[config.mk]
export PLATFORM = sky130hd
export DESIGN_NAME = lfsr_keystream_ctrl
export DESIGN_NICKNAME = d
export VERILOG_FILES = /design/src/rtl/cmac_pkg.sv /design/src/rtl/ks_bit_packer.sv /design/src/rtl/lfsr_keystream_ctrl.sv
export SDC_FILE = /design/constraint.sdc
export NUM_CORES = 1
export LEC_CHECK = 0
export BUFFER_PORTS_ARGS = -buffer_cell sky130_fd_sc_hd__buf_4
export CAP_MARGIN = 5
export CORE_MARGIN = 10
export CORE_UTILIZATION = 57
export CTS_BUF_LIST = sky130_fd_sc_hd__clkbuf_8
export DETAILED_ROUTE_END_ITERATION = 16
export HOLD_SLACK_MARGIN = 0.12
export PLACE_DENSITY_LB_ADDON = 0.08
export SYNTH_ARGS = -nofsm -noshare
export SYNTH_HDL_FRONTEND = slang
export SYNTH_SLANG_ARGS = --single-unit
[constraint.sdc]
create_clock -name clk -period 2.55 [get_ports clk]
set_input_delay 0.1275 -clock clk [delete_from_list [all_inputs] [get_ports clk]]
set_output_delay 0.1275 -clock clk [all_outputs]
set_load 0.02 [all_outputs]
[src/rtl/cmac_pkg.sv]
// Shared types and constants for the CMAC keystream path.
// Holds the controller state type and LFSR sizing defaults.
package cmac_pkg;

  typedef enum logic [1:0] {
    S_IDLE,
    S_LOAD,
    S_WARMUP,
    S_RUN
  } ks_state_t;

  localparam int LFSR_LEN  = 89;
  localparam int KS_WARMUP = 160;

  function automatic int max2(input int a, input int b);
    return (a > b) ? a : b;
  endfunction

endpackage

[src/rtl/ks_bit_packer.sv]
// Packs serial LFSR bits into words behind a one-deep output register.
// bit_take tells the controller when the LFSR may advance.
module ks_bit_packer
  import cmac_pkg::*;
#(
  parameter int OUT_W = 8
) (
  input  logic             clk,
  input  logic             reset,
  input  logic             clr,
  input  logic             bit_in,
  input  logic             bit_en,
  input  logic             ks_ready,
  output logic             bit_take,
  output logic             ks_valid,
  output logic [OUT_W-1:0] ks_data
);

  localparam int CW = (OUT_W > 1) ? $clog2(OUT_W) : 1;
  localparam logic [CW-1:0] LAST = CW'(OUT_W - 1);

  logic [CW-1:0]    bit_cnt;
  logic [OUT_W-1:0] acc;
  logic [OUT_W-1:0] acc_nx;
  logic             last;

  assign last = (bit_cnt == LAST);

  // Only the word-completing bit has to wait for the holding register.
  assign bit_take = bit_en &&
                    (!last || !ks_valid || ks_ready);

  always_comb begin
    acc_nx          = acc;
    acc_nx[bit_cnt] = bit_in;
  end

  always_ff @(posedge clk) begin
    if (reset || clr) begin
      bit_cnt  <= '0;
      acc      <= '0;
      ks_valid <= 1'b0;
    end else if (bit_take && last) begin
      bit_cnt  <= '0;
      acc      <= acc_nx;
      ks_valid <= 1'b1;
    end else begin
      if (bit_take) begin
        bit_cnt <= bit_cnt + 1'b1;
        acc     <= acc_nx;
      end
      if (ks_ready) ks_valid <= 1'b0;
    end
  end

  always_ff @(posedge clk) begin
    if (reset) ks_data <= '0;
    else if (!clr && bit_take && last) ks_data <= acc_nx;
  end

endmodule

[src/rtl/lfsr_keystream_ctrl.sv]
// Seed loader, warm-up sequencer and word packer control
// for the external 89-bit Fibonacci LFSR.
module lfsr_keystream_ctrl
  import cmac_pkg::*;
#(
  parameter int SEED_W = LFSR_LEN,
  parameter int WARMUP = KS_WARMUP,
  parameter int OUT_W  = 8
) (
  input  logic              clk,
  input  logic              reset,
  input  logic              seed_valid,
  output logic              seed_ready,
  input  logic [SEED_W-1:0] seed_data,
  input  logic              abort,
  output logic              busy,
  output logic              lfsr_load,
  output logic              lfsr_loadIt,
  output logic              lfsr_enable,
  input  logic              lfsr_newBit,
  output logic              ks_valid,
  input  logic              ks_ready,
  output logic [OUT_W-1:0]  ks_data
);

  localparam int CW = $clog2(max2(SEED_W, WARMUP) + 1);
  localparam logic [CW-1:0] LD_LAST = CW'(SEED_W - 1);
  localparam logic [CW-1:0] WU_LAST =
    CW'((WARMUP > 0) ? WARMUP - 1 : 0);

  ks_state_t         state;
  ks_state_t         state_nx;
  logic [SEED_W-1:0] seed_sr;
  logic [CW-1:0]     cnt;
  logic              bit_take;
  logic              counting;

  always_comb begin
    state_nx = state;
    case (state)
      S_IDLE:
        if (seed_valid) state_nx = S_LOAD;
      S_LOAD:
        if (cnt == LD_LAST)
          state_nx = (WARMUP == 0) ? S_RUN : S_WARMUP;
      S_WARMUP:
        if (cnt == WU_LAST) state_nx = S_RUN;
      S_RUN:
        state_nx = S_RUN;
      default:
        state_nx = S_IDLE;
    endcase
    if (abort) state_nx = S_IDLE;
  end

  assign counting    = (state == S_LOAD) ||
                       (state == S_WARMUP);
  assign seed_ready  = (state == S_IDLE);
  assign busy        = (state != S_IDLE);
  assign lfsr_loadIt = (state == S_LOAD);
  assign lfsr_load   = lfsr_loadIt && seed_sr[0];
  assign lfsr_enable = counting || bit_take;

  always_ff @(posedge clk) begin
    if (reset) begin
      state   <= S_IDLE;
      seed_sr <= '0;
      cnt     <= '0;
    end else begin
      state <= state_nx;
      if (!counting || state_nx != state) cnt <= '0;
      else cnt <= cnt + 1'b1;
      if (state == S_IDLE && seed_valid && !abort)
        seed_sr <= seed_data;
      else if (state == S_LOAD)
        seed_sr <= seed_sr >> 1;
    end
  end

  ks_bit_packer #(
    .OUT_W(OUT_W)
  ) u_packer (
    .clk     (clk),
    .reset   (reset),
    .clr     (abort || state == S_IDLE),
    .bit_in  (lfsr_newBit),
    .bit_en  (state == S_RUN),
    .ks_ready(ks_ready),
    .bit_take(bit_take),
    .ks_valid(ks_valid),
    .ks_data (ks_data)
  );

endmodule

**Word level (Yosys, flattened, before mapping)**

Cells that the tools add are included.

- Shift-type cells: 0
- Multiplexer cells: 14
- Divide/modulo/power cells: 0
- Equal/unequal tests: 7
- Bitwise operators: 0
- Reductions and logical operators: 27
- Add/sub/neg operators: 2
- Magnitude comparators: 2
- Multipliers: 0

Operator list:

| operator | number |
|---|---|
| $mux W89 | 2 |
| $mux W8 | 2 |
| $add A8 B1 Y8 const B | 1 |
| $bwmux W8 | 1 |
| $eq A8 B7 Y1 const B | 1 |
| $eq A8 B8 Y1 const B | 1 |
| $logic_and A1 B1 Y1 | 8 |
| $mux W2 | 4 |
| $pmux W2 S4 | 1 |
| $reduce_bool A2 Y1 | 4 |
| $logic_or A1 B1 Y1 | 7 |
| $logic_not A1 Y1 | 5 |
| $eq A2 B2 Y1 const B | 2 |
| $lt A3 B4 Y1 const B | 1 |
| $reduce_or A2 Y1 | 2 |
| $add A3 B1 Y3 const B | 1 |
| $demux W1 S3 | 1 |
| $eq A3 B3 Y1 const B | 1 |
| $ge A3 B1 Y1 const B | 1 |
| $mux W1 | 3 |
| $eq A2 B1 Y1 const B | 1 |
| $logic_not A2 Y1 | 1 |
| $ne A2 B2 Y1 | 1 |

- Bits in registers: 119
- Bits in latches: 0
- Bits in read-only memories: 0
- Memories: 0
- Word-level logic and storage cells: 59
- RAM bits: 0
- Output and inout bits: 14

**Longest topological paths before layout**

- Depth after elaboration: 7
- Mapped depth: 10

**Hierarchy**

A second synthesis with hierarchy kept.

- Cell total of the unflattened synthesis: 570
- Area total of the unflattened synthesis: 5485.3 um^2

By module, submodules not included:

| module | seq. area each (um^2) | times used | cells each | area an instance (um^2) |
|---|---|---|---|---|
| lfsr_keystream_ctrl | 1981.9 | 1 | 471 | 4481.8 |
| ks_bit_packer | 400.4 | 1 | 99 | 1003.5 |

**Least setup slack after synthesis**

No wires, ideal clock.

- Path type: reg2reg
- Start point: reg state[0]
- End point: reg cnt[5]
- Arrival time: 2.020 ns
- Setup time: 0.079 ns
- Setup slack: 0.451 ns
- Period minus slack after synthesis: 2.099 ns
- Stages on the path, launching flop included: 8
- Cells stage by stage: dfxtp_1 inv_1 ha_1 buf_6 mux2_4 a2111oi_4 o221ai_2 nor3_1

- Longest elaborated chain between the ends: 6
- Elaborated cells on any way between the ends: 14
- Those cells by class: 4 x eq/ne; 5 x mux; 5 x reduce/logical

RTL lines:

| element | RTL line | text |
|---|---|---|
| start, declared | lfsr_keystream_ctrl.sv:31 | `ks_state_t state;` |
| start signal, assigned | lfsr_keystream_ctrl.sv:70 | `state <= state_nx;` |
| $logic_not A2 Y1 | - |  |
| named net seed_ready | lfsr_keystream_ctrl.sv:13 | `output logic seed_ready,` |
| $pmux W2 S4 | lfsr_keystream_ctrl.sv:40 | `case (state)` |
| $mux W2 | lfsr_keystream_ctrl.sv:53 | `if (abort) state_nx = S_IDLE;` |
| $ne A2 B2 Y1 | lfsr_keystream_ctrl.sv:71 | `if (!counting \|\| state_nx != state) cnt <= '0;` |
| $logic_or A1 B1 Y1 | lfsr_keystream_ctrl.sv:71 |  |
| $reduce_or A2 Y1 (no line) | - |  |
| end signal, assigned | lfsr_keystream_ctrl.sv:72 | `else cnt <= cnt + 1'b1;` |
| end, declared | lfsr_keystream_ctrl.sv:34 | `logic [CW-1:0] cnt;` |

The timed path passes the listed nets, and every way through them passes these cells.
A chain may end at the register's enable or synchronous reset.

**Final worst setup path**

- Start point: reg state[0]
- End point: reg seed_sr[80]

- Longest elaborated chain between the ends: 4
- Elaborated cells on any way between the ends: 6
- Those cells by class: 1 x eq/ne; 1 x mux; 4 x reduce/logical

RTL lines:

| element | RTL line | text |
|---|---|---|
| $logic_not A2 Y1 | lfsr_keystream_ctrl.sv:73 | `if (state == S_IDLE && seed_valid && !abort)` |
| $logic_and A1 B1 Y1 (2 in series) | lfsr_keystream_ctrl.sv:73 |  |
| $mux W89 / $reduce_bool A2 Y1 (equally long branches) | - |  |
| end signal, assigned | lfsr_keystream_ctrl.sv:74 | `seed_sr <= seed_data;` |
| end signal, assigned | lfsr_keystream_ctrl.sv:76 | `seed_sr <= seed_sr >> 1;` |
| end, declared | lfsr_keystream_ctrl.sv:33 | `logic [SEED_W-1:0] seed_sr;` |

Several ways; a longest one is shown, not always the timed one.

==> reports/qor.txt <==
clock network fraction of total power -> 0.399
drt total wl -> 15.3 mm
Routed wire per std cell -> 16.9 microns
die width -> 118 microns
Core ar. -> 9280 sq um
critical setup path kind -> reg -> reg
IO Count -> 109
commonest cells in the synthesized netlist -> dfxtp_1 (119), nor2_1 (110), mux2i_1 (102)
Required @ worst endpoint -> 2.87 ns
number of synthesized flops with an enable pin -> 0
row count -> 35
CP max FO -> 39
Seq/Total Area, Yosys -> 0.435
RSZ-0062 raised after global routing -> no
Post-synth ARST share -> 0
via count -> 5016
hold_sp -> reset
Final Setup Violations -> 0
routability cong. -> 0.816
TritonCTS clock tree -> done
YS warnings -> 0
number of port buffers -> 108
Final Hold Vio Count -> 0
worst hold path type -> in -> reg
vias in the first global route -> 5310
pin count of the biggest net entering global routing -> 76
first-pass GRT wire length -> 25.6 mm
Synth Flop Type -> dfxtp_1
remaining antenna violation count -> 0
height of the die -> 118 microns
worst-case vdd ir drop -> 472 uV
Final Util -> 0.831
Setup TNS -> 0 ns
met2 GRT Util -> 0.378
GR Util met1 -> 0.245
Post-Syn Area per Cell -> 9.34 sq um
DP Wirelength -> 8.52 mm
Power Density -> 607 nW/um^2
post-DR vias/cell -> 5.53
met3 Resource Use GR -> 0.0571
Placement Cell Area -> 6330 sq um
initial core utilization -> 0.591
gr ovfl total -> 0
Total GRT Usage -> 0.218
syn nets -> 690
Sw Share -> 0.253
CTS Sinks -> 119
Starting DRT DRC Count -> 341
combinational fraction of design power -> 0.160
fin nets -> 867
R2R Path Start -> state[0]$_SDFF_PP0_
number of remaining DRC errors -> 0
drt pass-1 iters -> 5
Reg2Reg Setup Slack -> 0.24 ns
synthesis-to-layout area growth -> 40.7%
Synth area leaders -> dfxtp_1 (43%), mux2i_1 (19%), a211oi_1 (13%)
Root Driver -> clkbuf_8
count leader, synth -> dfxtp_1
Max Fclk -> 433 MHz
worst reg2reg path endpoint -> seed_sr[80]$_SDFFE_PP0P_
worst path arrival time -> 2.62 ns
post-synth top area cell -> dfxtp_1
Clock Path Buffers -> 2
layout cell share with drive strength beyond 1 -> 0.199
Num CTS Buffers -> 17
LEAKAGE -> 0.00297 uW
Worst Clk Skew -> 0.00898 ns
normalized max-slew margin -> 0.508
crit end category -> register
post-synth cell types -> 38
max_cap viols -> 0
Reg2Reg Depth -> 7
busiest grt layer -> met2
H-Tree Depth -> 4
Post-Synthesis Cells -> 587
Hold Crit Depth -> 2
Yosys top cell area share -> 0.435
Int Pwr -> 3500 uW
initial antenna violation count -> 1
Worst Tran Pin Value -> 0.739 ns
Final period util -> 0.905
status -> finished, final reports clean
Die ar. -> 13900 sq um
CP Launch Type -> register
Flop pwr share -> 0.441
Mapped Area -> 5480 sq um
Design Area, Final -> 7710 sq um
crit path time final -> 2.31 ns
later-pin clock latency in the skew report -> 0.43 ns
Final Max Slew Viols -> 0
Psw -> 1180 uW
Worst-path clk slew -> 0.07 ns
Yosys reg bits -> 119
WHS Endpoint -> seed_sr[8]$_SDFFE_PP0P_
==> sequential cells by signal (all words and copies together) (netlist names) <==
register           cells
seed_sr               89
cnt                    8
u_packer.acc           8
u_packer.ks_data       8
u_packer.bit_cnt       3
state                  2
u_packer.ks_valid      1
==> through the flow <==
step                hold slack (ns)  worst slack (ns)  power, uW  instances
floorplan                     0.264             0.451       2500        587
global placement              0.408             0.406       2680        780
detailed placement            0.418             0.309       2700        780
CTS                           0.289             0.287       4680        906
global route                  0.330            0.0414       4870        907
finish                        0.326             0.243       4680        907
==> cell type report <==
class | count | area, sq um
diodes | 1 | 2.50
clock buffers | 19 | 262
clock inverters | 13 | 178
fillers | 555 | 1570
inverters | 9 | 33.8
multi-input cells | 406 | 2850
flip-flops and latches | 119 | 2380
well taps | 129 | 161
repair buffers | 211 | 1850
==> power groups by stage <==
stage	clock, uW	combinational [uW]	sequential (uW)
after floorplan	0	417	2080
after global placement	0	587	2100
after detailed placement	0	601	2100
after CTS	1900	722	2060
after global routing	1980	813	2080
final	1870	748	2070
==> cells in the final DEF, fill, tap and decap left out, drive strengths merged, types with 12 or more instances in the layout <==
master / synthesis / layout
nor3: 12 / 12
mux2i: 102 / 102
dlygate4sd3: 0 / 94
a211oi: 96 / 96
nor2: 110 / 110
dfxtp: 119 / 119
inv: 9 / 12
clkbuf: 30 / 19
buf: 23 / 117
nand2: 13 / 13
==> repair_timing <==
item / in CTS / in global routing
setup endpoints to repair: 0 / 1
buffers inserted: 0 / 0
hold buffers: 94 / 0
resized for setup: 0 / 1
hold endpoints to repair: 100 / 0
==> per-layer routing <==
layer,up-vias,share of wire
li1,2469,-
met1,2364,0.41
met2,146,0.52
met3,37,0.049
met4,0,0.026
met5,-,0
==> worst max path at each step <==
stage                              startpoint                  endpoint  slack [ns]  cells past startpoint
final                     state[0]$_SDFF_PP0_  seed_sr[80]$_SDFFE_PP0P_        0.24                      7
after global routing      state[0]$_SDFF_PP0_         cnt[5]$_SDFF_PP0_        0.04                      6
after CTS                 state[0]$_SDFF_PP0_         cnt[4]$_SDFF_PP0_        0.29                      6
after floorplan           state[0]$_SDFF_PP0_         cnt[5]$_SDFF_PP0_        0.45                      7
after global placement    state[0]$_SDFF_PP0_         cnt[5]$_SDFF_PP0_        0.41                      6
after detailed placement  state[0]$_SDFF_PP0_         cnt[4]$_SDFF_PP0_        0.31                      6
==> logic make-up (layout without fill, tap and decap cells) <==
logic type      count (synthesis)  count (layout)  synth area share
xor+xnor                        6               6           0.00958
flops                         119             119             0.435
compound gates                116             116             0.158
buf+inv                        62             252            0.0488
other cells                     0               1                 0
mux                           103             103             0.189
fa+ha+maj                       8               8            0.0183
simple gates                  173             173             0.142
==> critical path: stages, from the launching register on <==
cell	delay (ns)
dfxtp_1	0.53
inv_1	0.11
ha_1	0.35
nand2_1	0.19
or2_4	0.28
buf_6	0.31
nor2_1	0.11
a211oi_1	0.31
Note: power is estimated with default switching activity, not from simulation.
